==> src/rtl/multicycle_control.sv <==
// multicycle_control: fetch/decode/execute/memory/writeback sequencer for the multi-cycle core,
// with memory-handshake timeout, sticky illegal/bus-error traps and a retired-instruction counter.
module multicycle_control #(
    parameter int TO_W    = 8,
    parameter int TIMEOUT = 255
) (
    input  logic        clk,
    input  logic        rst,
    input  logic [6:0]  opcode,
    input  logic [2:0]  funct3,
    input  logic        alu_zero,
    input  logic        mem_ready,
    output logic        mem_req,
    output logic        mem_we,
    output logic        iord,
    output logic        ir_write,
    output logic        pc_write,
    output logic [1:0]  pc_src,
    output logic        alu_src_b,
    output logic [1:0]  alu_op,
    output logic        reg_write,
    output logic [1:0]  wb_sel,
    output logic        illegal,
    output logic        bus_err,
    output logic [31:0] instret
);
    localparam logic [2:0] IDLE = 3'd0, FETCH = 3'd1, DECODE = 3'd2, EXEC = 3'd3, MEM = 3'd4, WB = 3'd5, TRAP = 3'd6;
    localparam logic [6:0] OP_ADDI = 7'h1b, OP_ORI = 7'h13, OP_R = 7'h33, OP_LD = 7'h03, OP_ST = 7'h23,
                           OP_LUI = 7'h38, OP_JAL = 7'h6f, OP_JALR = 7'h67, OP_BR = 7'h63;

    logic [2:0]      state, next;
    logic [TO_W-1:0] cnt;
    logic            legal, waiting, timeout, retire, taken, link, src_b, flow;
    logic [1:0]      op_sel;

    always_comb begin
        legal   = (opcode inside {OP_ADDI, OP_ORI, OP_R, OP_LD, OP_ST, OP_LUI, OP_JAL, OP_JALR}) ||
                  (opcode == OP_BR && funct3[2:1] == 2'b00);
        waiting = (state == FETCH || state == MEM) && !mem_ready;
        timeout = waiting && cnt == TO_W'(TIMEOUT);
        flow    = opcode inside {OP_BR, OP_JAL, OP_JALR};
        taken   = opcode == OP_BR && (funct3[0] ^ alu_zero);
        link    = opcode == OP_JAL || opcode == OP_JALR;
        src_b   = !(opcode == OP_R || opcode == OP_BR);
        op_sel  = (opcode == OP_ORI || opcode == OP_R) ? 2'b10 :
                  opcode == OP_LUI ? 2'b11 : opcode == OP_BR ? 2'b01 : 2'b00;
        retire  = (state == EXEC && flow) || (state == MEM && mem_ready && opcode == OP_ST) || state == WB;
    end

    // The wait counter restarts on every state change, so it only ever measures the current FETCH/MEM stay.
    always_ff @(posedge clk or posedge rst)
        if (rst) begin
            state   <= IDLE;
            cnt     <= '0;
            instret <= '0;
            illegal <= 1'b0;
            bus_err <= 1'b0;
        end else begin
            state   <= next;
            cnt     <= (next != state) ? '0 : cnt + TO_W'(waiting);
            instret <= instret + 32'(retire);
            if (state == DECODE && !legal) illegal <= 1'b1;
            if (timeout) bus_err <= 1'b1;
        end

    always_comb begin
        next = TRAP;
        case (state)
            IDLE:    next = FETCH;
            FETCH:   next = mem_ready ? DECODE : timeout ? TRAP : FETCH;
            DECODE:  next = legal ? EXEC : TRAP;
            EXEC:    next = (opcode == OP_LD || opcode == OP_ST) ? MEM : flow ? FETCH : WB;
            MEM:     next = mem_ready ? (opcode == OP_ST ? FETCH : WB) : timeout ? TRAP : MEM;
            WB:      next = FETCH;
            default: next = TRAP;
        endcase
    end

    // Gating with rst makes strobes fall the moment reset rises, independent of the state register.
    always_comb begin
        mem_req   = 1'b0;
        mem_we    = 1'b0;
        iord      = 1'b0;
        ir_write  = 1'b0;
        pc_write  = 1'b0;
        pc_src    = 2'b00;
        alu_src_b = 1'b0;
        alu_op    = 2'b00;
        reg_write = 1'b0;
        wb_sel    = 2'b00;
        if (!rst)
            case (state)
                FETCH: if (!timeout) begin
                    mem_req  = 1'b1;
                    ir_write = mem_ready;
                    pc_write = mem_ready;
                end
                EXEC: begin
                    alu_src_b = src_b;
                    alu_op    = op_sel;
                    reg_write = link;
                    wb_sel    = link ? 2'b10 : 2'b00;
                    pc_write  = taken || link;
                    pc_src    = opcode == OP_JALR ? 2'b10 : (opcode == OP_BR || opcode == OP_JAL) ? 2'b01 : 2'b00;
                end
                MEM: if (!timeout) begin
                    mem_req   = 1'b1;
                    iord      = 1'b1;
                    mem_we    = opcode == OP_ST;
                    alu_src_b = 1'b1;
                    alu_op    = 2'b00;
                end
                WB: begin
                    reg_write = 1'b1;
                    wb_sel    = opcode == OP_LD ? 2'b01 : 2'b00;
                    alu_src_b = src_b;
                    alu_op    = op_sel;
                end
                default: ;
            endcase
    end
endmodule

==> config.mk <==
export PLATFORM = sky130hd
export DESIGN_NAME = multicycle_control
export DESIGN_NICKNAME = d
export VERILOG_FILES = /design/src/rtl/multicycle_control.sv
export SDC_FILE = /design/constraint.sdc
export NUM_CORES = 1
export LEC_CHECK = 0
export BUFFER_PORTS_ARGS = -buffer_cell sky130_fd_sc_hd__buf_2
export CAP_MARGIN = 5
export CORE_MARGIN = 2
export CORE_UTILIZATION = 38
export CTS_CLUSTER_DIAMETER = 100
export DETAILED_ROUTE_END_ITERATION = 8
export GPL_TIMING_DRIVEN = 0
export PLACE_DENSITY = 0.65
export SYNTH_ARGS = -nofsm -noshare
export SYNTH_HDL_FRONTEND = slang
export SYNTH_SLANG_ARGS = --single-unit
==> constraint.sdc <==
create_clock -name clk -period 4 [get_ports clk]
set_input_delay 0.2 -clock clk [delete_from_list [all_inputs] [get_ports clk]]
set_output_delay 0.2 -clock clk [all_outputs]
set_load 0.01 [all_outputs]
## Yosys cells after proc, flatten, opt, wreduce, memory -nomap -nowiden

Cells that the tools add are included.

| operators by class | value |
|---|---|
| $add $sub $neg | 2 |
| equal/unequal tests | 16 |
| mux-type cells | 40 |
| bitwise logic cells | 1 |
| reduce and logical (&&, ||, !) cells | 28 |

Operators with widths:

| operator | count |
|---|---|
| $add A32 B1 Y32 | 1 |
| $eq A7 B6 Y1 const B | 3 |
| $eq A7 B7 Y1 const B | 3 |
| $mux W3 | 7 |
| $mux W2 | 10 |
| $mux W1 | 17 |
| $pmux W3 S5 | 1 |
| $eq A7 B5 Y1 const B | 2 |
| $logic_or A1 B1 Y1 | 10 |
| $add A8 B1 Y8 | 1 |
| $eq A8 B8 Y1 const B | 1 |
| $logic_and A1 B1 Y1 | 8 |
| $mux W8 | 1 |
| $reduce_bool A8 Y1 | 1 |
| $eq A7 B2 Y1 const B | 1 |
| $eq A3 B2 Y1 const B | 2 |
| $eq A3 B3 Y1 const B | 2 |
| $pmux W1 S2 | 3 |
| $reduce_or A2 Y1 | 3 |
| $pmux W2 S2 | 1 |
| $eq A3 B1 Y1 const B | 1 |
| $logic_not A1 Y1 | 3 |
| $logic_not A3 Y1 | 1 |
| $ne A3 B3 Y1 | 1 |
| other kinds (3) | 3 |

| storage, ports and cells | value |
|---|---|
| register bits | 45 |
| input port bits | 14 |
| output and inout bits | 47 |
| logic and storage cells | 92 |

## Longest topological paths before layout

Gate-level depths: netlist of the first run.

| depth | value |
|---|---|
| depth after elaboration | 9 |
| gate-level depth with buffers | 13 |
| mapped depth without buffers | 12 |

## Worst setup path after synthesis of the first run

No wires, ideal clock.

| path | value |
|---|---|
| path kind | input -> register |
| start point | in opcode[6] |
| end point | reg instret[26] |
| arrival time | 2361 ps |
| data required time | 3921 ps |
| setup slack | 1560 ps |
| stages on the path | 13 |
| buffers on the path | 1 |
| cells stage by stage | buf_2 nand3b_1 nor2_2 nor2_1 o21ai_0 a32o_1 ha_1 ha_1 nand3_1 nor2_1 nand3_1 nor2_1 xor2_1 |

| on the way | value |
|---|---|
| longest elaborated chain between the ends | 6 |
| elaborated cells on any way between the ends | 10 |
| those cells by class | 1 x add/sub; 4 x eq/ne; 5 x reduce/logical |

RTL lines:

| item | RTL line | text |
|---|---|---|
| start: declaration | 9 | `input logic [6:0] opcode,` |
| $eq A7 B7 Y1 | 41 | `flow = opcode inside {OP_BR, OP_JAL, OP_JALR};` |
| $reduce_bool A3 Y1 | 41 |  |
| $logic_and A1 B1 Y1 | 47 | `retire = (state == EXEC && flow) \|\| (state == MEM && mem_ready && opcode == OP_ST) \|\| state == WB;` |
| $logic_or A1 B1 Y1 (*) (2 in series) | 47 |  |
| $add A32 B1 Y32 (*) | 61 | `instret <= instret + 32'(retire);` |
| end signal: assignment | 61 |  |
| end: declaration | 25 | `output logic [31:0] instret` |

Every way passes the cells marked *; elsewhere a longest branch is shown, timed or not.
A chain may end at the register's enable or synchronous reset.

## Worst setup path after layout of the first run

| path | value |
|---|---|
| start point | reg state[2] |
| end point | reg instret[26] |

| on the way | value |
|---|---|
| longest elaborated chain between the ends | 6 |
| elaborated cells on any way between the ends | 9 |
| those cells by class | 1 x add/sub; 3 x eq/ne; 5 x reduce/logical |

RTL lines:

| item | RTL line | text |
|---|---|---|
| start: declaration | 31 | `logic [2:0] state, next;` |
| start signal: assignment | 59 | `state <= next;` |
| $eq A3 B3 Y1 | 47 |  |
| $logic_and A1 B1 Y1 (2 in series) | 47 |  |
| $logic_or A1 B1 Y1 | 47 |  |
| $logic_or A1 B1 Y1 (*) | 47 |  |
| $add A32 B1 Y32 (*) | 61 |  |

Marked as above.

==> flow_summary.rst, run 1 <==
.. list-table::
   :header-rows: 1

   * - Metric
     - Value
   * - Run status
     - finished, final reports clean
   * - Total clock sinks
     - 45
   * - Final setup vio count
     - 0
   * - Final Skew
     - 0.00750 ns
   * - Area contributors post-synth
     - sky130_fd_sc_hd__dfrtp_1 45%, sky130_fd_sc_hd__xnor2_1 9.1%, sky130_fd_sc_hd__xor2_1 4.5%
   * - TritonCTS buffer count
     - 5
   * - Clk root buf
     - sky130_fd_sc_hd__clkbuf_8
   * - Global placement routability congestion
     - 0.814
   * - All-Layer GR Usage
     - 0.156
   * - GRT Residual Overflow
     - 0
   * - HP Class
     - input pin to flop
   * - Count of cells along the worst register-to-register path
     - 11
   * - Diode count
     - 0
   * - DIE HEIGHT
     - 85.2 µm
   * - Period minus WS final
     - 2.82 ns
   * - Post-Place Setup Slack
     - 0.950 ns
   * - Critical path startpoint category
     - flop
   * - Post-synthesis net count
     - 285
   * - Layout cells sized above 1
     - 0.230
   * - Power per Cell Area
     - 416 nW/µm²
   * - #FFs+latches synth
     - 45
   * - Hold Path Depth
     - 4
   * - Length of the first detailed-routing pass in iterations
     - 4
   * - Clock tree from TritonCTS
     - done
   * - Detail Placement HPWL
     - 4060 µm
   * - Post-cts gate resize count
     - 0
   * - Gate count after technology mapping
     - 267
   * - Max clock buf depth
     - 2
   * - Fraction of the cycle the final worst path needs
     - 0.706
   * - Post-Synthesis Mean Instance Area
     - 9.38 µm²
   * - Hold-fix buffer count after cts
     - 1
   * - Share of power burned in the clock network
     - 0.218
   * - Top cell types by occurrence after synthesis
     - 45 x sky130_fd_sc_hd__dfrtp_1, 26 x sky130_fd_sc_hd__nor2_1, 26 x sky130_fd_sc_hd__xnor2_1
   * - Via density per instance
     - 5.27
   * - Clock transition time at the flip-flop clock pins of the worst setup and hold paths
     - 0.09 ns
   * - Max rail drop VDD
     - 0.000206 V
   * - Worst-Margin Slew
     - 0.553 ns
   * - I/O Pins
     - 61
   * - Post-synth top flop
     - sky130_fd_sc_hd__dfrtp_1
   * - Total die area
     - 7260 µm²
   * - Maximum number of pins on one net before global-route repair
     - 28
   * - Via count of the first global-routing pass
     - 1966
   * - Sequential power share
     - 0.435
   * - Number of distinct standard cells referenced by the synthesized netlist
     - 45
   * - Worst path required time
     - 4.22 ns
   * - Internal power
     - 0.000786 W
   * - Unrepaired setup endpoints after global routing
     - false
   * - Category of the most critical setup path
     - flop to flop
   * - Total wirelength of the detailed-routed design
     - 5390 µm
   * - Worst-path fanout max
     - 10
   * - Post-synth design cell area
     - 2500 µm²
   * - Highest achievable clock rate
     - 0.354 GHz
   * - Number of flops mapped to enable cells by yosys
     - 0
   * - Max-slew violation total from the final report
     - 0
   * - Antenna-violating nets left
     - 0
   * - DRC errors left
     - 0
   * - Count of input and output buffers
     - 58
   * - Worst slew margin
     - 0.630
   * - Initial antenna violation count
     - 0
   * - Final WS setup
     - 1.18 ns
   * - Portion of the post-synthesis area used by sequential elements
     - 0.450
   * - Crit. End Element
     - flop
   * - Portion of synthesized cell area occupied by the leading cell type
     - 0.450
   * - Starting Density
     - 0.394
   * - Worst Path Arrival
     - 3.04 ns
   * - Setup slack of the most critical reg-to-reg path
     - 1.18 ns
   * - Placeable core area
     - 6350 µm²
   * - Leakage
     - 1.43 nW
   * - Area growth from synthesis to final layout
     - 20.0%
   * - Yosys warnings
     - 0
   * - Net switching power of the design
     - 0.000466 W
   * - Post-CTS Repair Setup Buffers
     - 0
   * - Insertion delay of the later-clocked pin in the worst-skew pair
     - 0.29 ns
   * - Width of the die
     - 85.2 µm
   * - Switch share
     - 0.372
   * - Nets@finish
     - 352
   * - H-tree levels
     - 2
   * - Via count of the routed design
     - 2171
   * - Total Neg Setup Slack
     - 0 ns
   * - Number of violations reported at the end of detailed-routing iteration 0
     - 139
   * - Proportion of synthesized flip-flops having asynchronous set or reset
     - 1.00
   * - Dominant cell by count in the synthesized netlist
     - sky130_fd_sc_hd__dfrtp_1
   * - Maxcap violations
     - 0
   * - Post-DR wirelength/cell
     - 13.1 µm
   * - Global-route wire length before repair
     - 9300 µm
   * - Rows
     - 29
   * - Number of endpoints with negative hold slack in the final report
     - 0
   * - Post-synth top area cell
     - sky130_fd_sc_hd__dfrtp_1
   * - Combinational power share
     - 0.347
final timing paths:
path | startpoint | end
worst max register to register | state[2] | instret[26]
worst min register to register | bus_err | bus_err
worst min-delay path | funct3[1] | illegal
max in group asynchronous | rst | cnt[7]
min in group asynchronous | rst | state[0]
worst max-delay path | state[2] | instret[26]
layer usage:
metal,vias to the layer above,share of wire,global-route usage
met5,-,0,0
met4,0,0.0067,0.0390
li1,1078,-,-
met1,1058,0.49,0.220
met2,30,0.47,0.245
met3,5,0.034,0.0331
layout by cell type, fill, tap and decap left out, types with 3 or more instances in the layout:
master,n
sky130_fd_sc_hd__clkbuf_8,5
sky130_fd_sc_hd__nand3_1,17
sky130_fd_sc_hd__clkbuf_1,6
sky130_fd_sc_hd__o21ai_0,8
sky130_fd_sc_hd__o21bai_1,3
sky130_fd_sc_hd__buf_2,59
sky130_fd_sc_hd__nand2_1,23
sky130_fd_sc_hd__inv_1,9
sky130_fd_sc_hd__nor2_1,26
sky130_fd_sc_hd__and3_1,6
sky130_fd_sc_hd__a21oi_1,8
sky130_fd_sc_hd__nor3_1,19
sky130_fd_sc_hd__nor4_1,3
sky130_fd_sc_hd__xnor2_1,26
sky130_fd_sc_hd__dfrtp_1,45
sky130_fd_sc_hd__ha_1,4
sky130_fd_sc_hd__and2_1,3
sky130_fd_sc_hd__xor2_1,13
sky130_fd_sc_hd__nand4_1,14
sky130_fd_sc_hd__nand2b_1,4
logic make-up (layout without fill, tap and decap cells):
family / count (synthesis) / in the layout / share of synthesized area
AND/OR/NAND/NOR: 129 / 129 / 0.266
flip-flops: 45 / 45 / 0.450
XOR/XNOR: 39 / 39 / 0.136
AO/OA/AOI/OAI: 34 / 34 / 0.101
buffers and inverters: 16 / 84 / 0.0275
adder cells (fa/ha/maj): 4 / 4 / 0.0200
critical path, stage by stage, from the launching register on:
cell	delay, ns
sky130_fd_sc_hd__dfrtp_1	0.34
sky130_fd_sc_hd__clkbuf_1	0.35
sky130_fd_sc_hd__nand2b_1	0.18
sky130_fd_sc_hd__inv_1	0.12
sky130_fd_sc_hd__a32o_1	0.20
sky130_fd_sc_hd__ha_1	0.27
sky130_fd_sc_hd__ha_1	0.27
sky130_fd_sc_hd__nand3_1	0.11
sky130_fd_sc_hd__nor2_1	0.37
sky130_fd_sc_hd__nand3_1	0.23
sky130_fd_sc_hd__nor2_1	0.17
sky130_fd_sc_hd__xor2_1	0.15
through the flow:
step | hold WS (ns) | instances | total power (W) | utilization | area [µm²]
2_1_floorplan | 0.454 | 267 | 0.000857 | - | 2500
5_1_grt | 0.460 | 412 | 0.00135 | 0.473 | 3010
3_5_place_dp | 0.257 | 403 | 0.000989 | 0.459 | 2910
3_3_place_gp | 0.445 | 402 | 0.000981 | 0.455 | 2890
4_1_cts | 0.408 | 412 | 0.00126 | 0.473 | 3010
6_report | 0.403 | 412 | 0.00125 | 0.473 | 3010
sequential cells by signal, summed over array words and instances, names as in the netlist:
signal	flops
instret	32
illegal	1
bus_err	1
state	3
cnt	8
power groups by stage:
stage,logic [W],clock network (W),registers (W)
floorplan,0.000299,0,0.000558
global placement,0.000429,0,0.000552
detailed placement,0.000435,0,0.000554
CTS,0.000437,0.000281,0.000545
global route,0.000495,0.000305,0.000553
finish,0.000435,0.000273,0.000544
area by class of cell:
class                   count  area, µm²
clock buffers               7       76.3
multi-input cells         206       1310
fillers                   607       3340
flip-flops and latches     45       1130
well taps                  77       96.3
inverters                  10       37.5
clock inverters             1       7.51
plain buffers               6       31.3
repair buffers             60        320
No activity file was read; power rests on OpenSTA's default activity.
==> inputs of run 2 (changes only) <==
==> constraint.sdc (replaced) <==
create_clock -name clk -period 2.7 [get_ports clk]
set_input_delay 0.135 -clock clk [delete_from_list [all_inputs] [get_ports clk]]
set_output_delay 0.135 -clock clk [all_outputs]
set_load 0.01 [all_outputs]
==> run 2 against run 1 <==
  * Combinational power is 53% higher
  * Die area stayed put
  * Cell area is 2.0% higher
  * Sequential cell count stayed put
  * First-iteration DRC count is 2.9% higher
  * Critical path type is now input pin to flop
  * Largest power group unchanged
==> flow_summary.rst, run 2 (synthesis results as in run 1) <==
.. list-table::
   :header-rows: 1

   * - Metric
     - Value
   * - Run status
     - finished, final reports clean
   * - Detail Placement HPWL
     - 4060 µm
   * - Final hold slack
     - 0.347 ns
   * - Count of input and output buffers
     - 58
   * - Maximum number of pins on one net before global-route repair
     - 28
   * - Number of endpoints with negative hold slack in the final report
     - 0
   * - Worst-Margin Slew
     - 0.526 ns
   * - DIE HEIGHT
     - 85.2 µm
   * - Critical path startpoint category
     - input pin
   * - Cell type of the slowest stage on the worst timing path
     - sky130_fd_sc_hd__nor3_1
   * - Worst Path Arrival
     - 2.64 ns
   * - Overall power of the completed layout
     - 0.00188 W
   * - Commonest cells after routing, fill and taps aside
     - 59 x sky130_fd_sc_hd__buf_2, 45 x sky130_fd_sc_hd__dfrtp_1, 26 x sky130_fd_sc_hd__xnor2_1
   * - Clock transition time at the flip-flop clock pins of the worst setup and hold paths
     - 0.08 ns
   * - Rows
     - 29
   * - Fraction of the cycle the final worst path needs
     - 0.910
   * - Maxcap violations
     - 0
   * - TritonCTS buffer count
     - 5
   * - Insertion delay of the later-clocked pin in the worst-skew pair
     - 0.29 ns
   * - Max-slew violation total from the final report
     - 0
   * - Max rail drop VDD
     - 0.000308 V
   * - Antenna-violating nets left
     - 0
   * - Total clock sinks
     - 45
   * - Final Skew
     - 0.00697 ns
   * - Placeable core area
     - 6350 µm²
   * - Global-route wire length before repair
     - 9320 µm
   * - GRT Residual Overflow
     - 0
   * - Area growth from synthesis to final layout
     - 22.4%
   * - Width of the die
     - 85.2 µm
   * - Via count of the routed design
     - 2181
   * - Layout cells sized above 1
     - 0.261
   * - Via count of the first global-routing pass
     - 1966
   * - Starting Density
     - 0.394
   * - Initial antenna violation count
     - 0
   * - DRC errors left
     - 0
   * - Most common cell after layout, fill and taps aside
     - sky130_fd_sc_hd__buf_2
   * - Worst slew margin
     - 0.647
   * - Largest Register
     - instret
   * - I/O Pins
     - 61
   * - Worst-path fanout max
     - 7
   * - Worst path required time
     - 2.88 ns
   * - H-tree levels
     - 2
   * - HP Class
     - input pin to flop
   * - Diode count
     - 0
   * - Total die area
     - 7260 µm²
   * - Final setup vio count
     - 0
   * - Power per Cell Area
     - 613 nW/µm²
   * - Leakage
     - 1.44 nW
   * - Crit. End Element
     - flop
   * - Clock tree from TritonCTS
     - done
   * - Nets@finish
     - 354
   * - Max clock buf depth
     - 2
   * - Global placement routability congestion
     - 0.814
   * - Number of violations reported at the end of detailed-routing iteration 0
     - 143
   * - Longest individual stage delay on the worst path
     - 0.45 ns
   * - Registers with the highest flip-flop counts
     - instret: 32 flops, cnt: 8 flops, state: 3 flops
   * - Flip-flop count of the largest register after layout
     - 32
   * - Critical path cell sequence
     - buf_2 > nand4bb_1 > nor3_1 > a32o_1 > ha_4 > ha_2 > nand3_1 > nor2_4 > buf_4 > nand4_1 > xnor2_1
   * - Category of the most critical setup path
     - input pin to flop
   * - Highest achievable clock rate
     - 0.407 GHz
   * - Unrepaired setup endpoints after global routing
     - false
   * - Period minus WS final
     - 2.46 ns
   * - Total wirelength of the detailed-routed design
     - 5400 µm
   * - Length of the first detailed-routing pass in iterations
     - 4
   * - All-Layer GR Usage
     - 0.156
   * - Via density per instance
     - 5.27
   * - Clk root buf
     - sky130_fd_sc_hd__clkbuf_8
   * - Post-DR wirelength/cell
     - 13.0 µm
==> run 2: cell count changes in the layout (fill, tap and decap cells not counted), sizes merged <==
cell and delta:
buf +2
==> run 2: repair_timing <==
action,in CTS,in global routing
hold buffers,1,0
pin swaps,0,2
endpoints found under the setup margin,6,19
resized for setup,2,11
hold endpoints to repair,18,0
setup buffers,0,2
==> run 2: final timing paths <==
| check | from | to | slack (ns) | depth (start not counted) |
|---|---|---|---|---|
| max | opcode[2] | instret[28] | 0.24 | 11 |
| min | funct3[1] | illegal | 0.35 | 4 |
| max reg2reg | state[1] | instret[28] | 0.25 | 11 |
| min reg2reg | bus_err | bus_err | 0.46 | 1 |
| max in group asynchronous | rst | cnt[6] | 1.78 | 4 |
| min in group asynchronous | rst | illegal | 0.43 | 3 |
==> run 2: power by group <==
part / switching, W / internal [W] / leakage, nW
clock: 0.000219 / 0.000183 / 0.0385
sequential: 0.0000686 / 0.000743 / 0.598
combinational: 0.000412 / 0.000252 / 0.807
==> run 2: metal layers <==
layer	up-vias	share of wire	track usage
met5	-	0	0
met4	0	0.0096	0.0390
met3	4	0.035	0.0331
met2	36	0.47	0.245
met1	1059	0.49	0.221
li1	1082	-	-
==> run 2: cell type report <==
| class | count | area [µm²] |
|---|---|---|
| sequential | 45 | 1130 |
| fill | 600 | 3280 |
| timing repair buffer | 62 | 335 |
| buffer | 6 | 33.8 |
| tap | 77 | 96.3 |
| multi-input combinational | 206 | 1350 |
| clock inverter | 1 | 7.51 |
| clock buffer | 7 | 76.3 |
| inverter | 10 | 37.5 |
==> run 2: worst max-delay path, delay by kind of cell <==
family	cells	cell delay [ns]
AO/OA/AOI/OAI	1	0.30
XOR/XNOR	1	0.16
adder cells (fa/ha/maj)	2	0.40
buffers and inverters	2	0.28
AND/OR/NAND/NOR	5	1.36
==> run 2: stage by stage <==
stage,cells,utilization,TNS (ns),instance area [µm²],setup WS [ns]
2_1_floorplan,267,-,0,2500,0.325
3_3_place_gp,402,0.455,-2.18,2890,-0.248
3_5_place_dp,403,0.459,-2.47,2910,-0.285
4_1_cts,412,0.474,0,3010,0.0301
5_1_grt,414,0.483,0,3070,0.0664
6_report,414,0.483,0,3070,0.243
==> inputs of run 3 (changes only) <==
--- a/config.mk
+++ b/config.mk
@@ -11,7 +11,6 @@
 export CORE_UTILIZATION = 38
 export CTS_CLUSTER_DIAMETER = 100
 export DETAILED_ROUTE_END_ITERATION = 8
-export GPL_TIMING_DRIVEN = 0
 export PLACE_DENSITY = 0.65
 export SYNTH_ARGS = -nofsm -noshare
 export SYNTH_HDL_FRONTEND = slang
==> run 3 against run 2 <==
  * First-iteration DRC count decreased by 45%
  * Worst setup slack improved by 0.082 ns
  * Non-clock buffer count increased by 1
  * Critical path depth increased by 1
  * Register-to-register slack improved by 0.08 ns
==> flow_summary.rst, run 3 (synthesis results as in run 1) <==
.. list-table::
   :header-rows: 1

   * - Metric
     - Value
   * - Critical path cell sequence
     - inv_1 > nand2_1 > o21ai_0 > a32o_1 > ha_2 > ha_1 > nand3_1 > nor2_1 > buf_4 > nand3_1 > nor2_1 > xor2_1
   * - DRC errors left
     - 0
   * - Combinational power share
     - 0.316
   * - Cell type of the slowest stage on the worst timing path
     - sky130_fd_sc_hd__dfrtp_1
   * - Total wirelength of the detailed-routed design
     - 5640 µm
   * - Starting Density
     - 0.394
   * - Critical path startpoint category
     - flop
   * - Total Neg Setup Slack
     - 0 ns
   * - TritonCTS buffer count
     - 5
   * - All-Layer GR Usage
     - 0.164
   * - Longest individual stage delay on the worst path
     - 0.46 ns
   * - Commonest cells after routing, fill and taps aside
     - 60 x sky130_fd_sc_hd__buf_2, 45 x sky130_fd_sc_hd__dfrtp_1, 26 x sky130_fd_sc_hd__nor2_1, 26 x sky130_fd_sc_hd__xnor2_1, 23 x sky130_fd_sc_hd__nand2_1
   * - Total die area
     - 7260 µm²
   * - Worst Path Arrival
     - 2.60 ns
   * - Final Skew
     - 0.00752 ns
   * - Highest achievable clock rate
     - 0.421 GHz
   * - Net switching power of the design
     - 0.000710 W
   * - Hold-fix buffer count after cts
     - 0
   * - Run status
     - finished, final reports clean
   * - Placeable core area
     - 6350 µm²
   * - Registers with the highest flip-flop counts
     - instret: 32 flops, cnt: 8 flops, state: 3 flops
   * - Most common cell after layout, fill and taps aside
     - sky130_fd_sc_hd__buf_2
   * - Global-route wire length before repair
     - 9750 µm
   * - Max clock buf depth
     - 2
   * - Leakage
     - 1.47 nW
   * - Final setup vio count
     - 0
   * - Maximum number of pins on one net before global-route repair
     - 46
   * - Global placement routability congestion
     - 0.832
   * - Clock tree from TritonCTS
     - done
   * - Fraction of the cycle the final worst path needs
     - 0.880
   * - Flip-flop count of the largest register after layout
     - 32
   * - Share of power burned in the clock network
     - 0.245
   * - Final hold slack
     - 0.00903 ns
   * - Initial antenna violation count
     - 0
   * - Worst slew margin
     - 0.621
   * - Worst path required time
     - 2.92 ns
   * - Nets@finish
     - 355
   * - Via count of the routed design
     - 2192
   * - GRT Residual Overflow
     - 0
   * - DIE HEIGHT
     - 85.2 µm
   * - Antenna-violating nets left
     - 0
   * - Sequential power share
     - 0.439
   * - Worst-path fanout max
     - 8
   * - Clock transition time at the flip-flop clock pins of the worst setup and hold paths
     - 0.09 ns
   * - Post-CTS Repair Setup Buffers
     - 0
   * - Post-DR wirelength/cell
     - 13.6 µm
   * - H-tree levels
     - 2
   * - Count of input and output buffers
     - 60
   * - Count of cells along the worst register-to-register path
     - 12
   * - Max rail drop VDD
     - 0.000457 V
   * - Diode count
     - 0
   * - Number of violations reported at the end of detailed-routing iteration 0
     - 79
   * - Number of endpoints with negative hold slack in the final report
     - 0
   * - Post-cts gate resize count
     - 0
   * - Crit. End Element
     - flop
   * - Power per Cell Area
     - 632 nW/µm²
   * - Setup slack of the most critical reg-to-reg path
     - 0.33 ns
   * - Top delay family on crit path
     - simple AND/OR/NAND/NOR gates
   * - Capture point of the worst reg-to-reg path
     - instret[26]
   * - WP buf/inv
     - 2
   * - Filler Cell Count
     - 591
   * - Total clock sinks
     - 45
   * - Via count of the first global-routing pass
     - 2011
   * - Insertion delay of the later-clocked pin in the worst-skew pair
     - 0.29 ns
   * - Area growth from synthesis to final layout
     - 21.6%
   * - CP Launch Point
     - state[2]
   * - Largest Register
     - instret
   * - Length of the first detailed-routing pass in iterations
     - 4
   * - Switch share
     - 0.369
   * - I/O Pins
     - 61
   * - Internal power
     - 0.00121 W
   * - Worst-Margin Slew
     - 0.563 ns
   * - Maxcap violations
     - 0
   * - Start of the worst register-to-register path
     - state[2]
   * - Rows
     - 29
   * - Layout cells sized above 1
     - 0.260
   * - Period minus WS final
     - 2.37 ns
   * - Width of the die
     - 85.2 µm
   * - HP Class
     - input pin to async pin
   * - Max-slew violation total from the final report
     - 0
   * - Via density per instance
     - 5.28
   * - Unrepaired setup endpoints after global routing
     - false
   * - Clk root buf
     - sky130_fd_sc_hd__clkbuf_8
   * - Detail Placement HPWL
     - 4220 µm
   * - Category of the most critical setup path
     - flop to flop
-- run 3: cell types whose count changed in the layout (fill, tap and decap cells not counted), sizes merged --
| cell | delta |
|---|---|
| dlygate4sd3 | -1 |
| clkbuf | -4 |
| buf | +6 |
| inv | +1 |
| clkinvlp | -1 |
-- run 3: worst max-delay path by stage --
stage | endpoint | depth (start not counted)
floorplan | instret[26] | 13
CTS | instret[26] | 12
finish | instret[26] | 12
global route | instret[22] | 12
global placement | instret[26] | 12
detailed placement | instret[26] | 12
-- run 3: power by group through the flow --
| stage | Clock (W) | Sequential (W) | Combinational, W |
|---|---|---|---|
| 3_5_place_dp | 0 | 0.000857 | 0.000610 |
| 4_1_cts | 0.000481 | 0.000844 | 0.000612 |
| 2_1_floorplan | 0 | 0.000826 | 0.000443 |
| 6_report | 0.000471 | 0.000846 | 0.000608 |
| 3_3_place_gp | 0 | 0.000853 | 0.000603 |
| 5_1_grt | 0.000514 | 0.000863 | 0.000683 |
-- run 3: per-stage QoR --
step                      instances  cell area (µm²)  worst slack, ns  utilization  power, W
final                           415             3050            0.325        0.480   0.00192
after floorplan                 267             2500            0.325            -   0.00127
after global placement          407             2940            0.352        0.463   0.00146
after detailed placement        407             2940            0.243        0.463   0.00147
after global routing            415             3050           0.0370        0.480   0.00206
after CTS                       415             3040            0.298        0.479   0.00194
-- run 3: metal layers --
metal / GRT usage / share of wire / vias up / wire [µm]
met1: 0.239 / 0.48 / 1069 / 2740
met3: 0.0350 / 0.038 / 2 / 214
li1: - / - / 1082 / -
met2: 0.250 / 0.47 / 39 / 2660
met5: 0 / 0 / - / 0
met4: 0.0390 / 0.0064 / 0 / 36
-- run 3: cell type report --
| class | count | area (µm²) | share of cell area |
|---|---|---|---|
| clock buffer | 7 | 96.3 | 0.0316 |
| clock inverter | 1 | 8.76 | 0.00288 |
| inverter | 10 | 37.5 | 0.0123 |
| multi-input combinational | 206 | 1310 | 0.431 |
| sequential | 45 | 1130 | 0.370 |
| tap | 77 | 96.3 | 0.0316 |
| timing repair buffer | 69 | 368 | 0.121 |
-- run 3: worst register-to-register path, stage by stage (launching register included) --
cell and delay (ns):
sky130_fd_sc_hd__dfrtp_1 0.46, sky130_fd_sc_hd__inv_1 0.12, sky130_fd_sc_hd__nand2_1 0.10, sky130_fd_sc_hd__o21ai_0 0.20, sky130_fd_sc_hd__a32o_1 0.17, sky130_fd_sc_hd__ha_2 0.22
sky130_fd_sc_hd__ha_1 0.23, sky130_fd_sc_hd__nand3_1 0.10, sky130_fd_sc_hd__nor2_1 0.09, sky130_fd_sc_hd__buf_4 0.15, sky130_fd_sc_hd__nand3_1 0.14, sky130_fd_sc_hd__nor2_1 0.17
sky130_fd_sc_hd__xor2_1 0.14
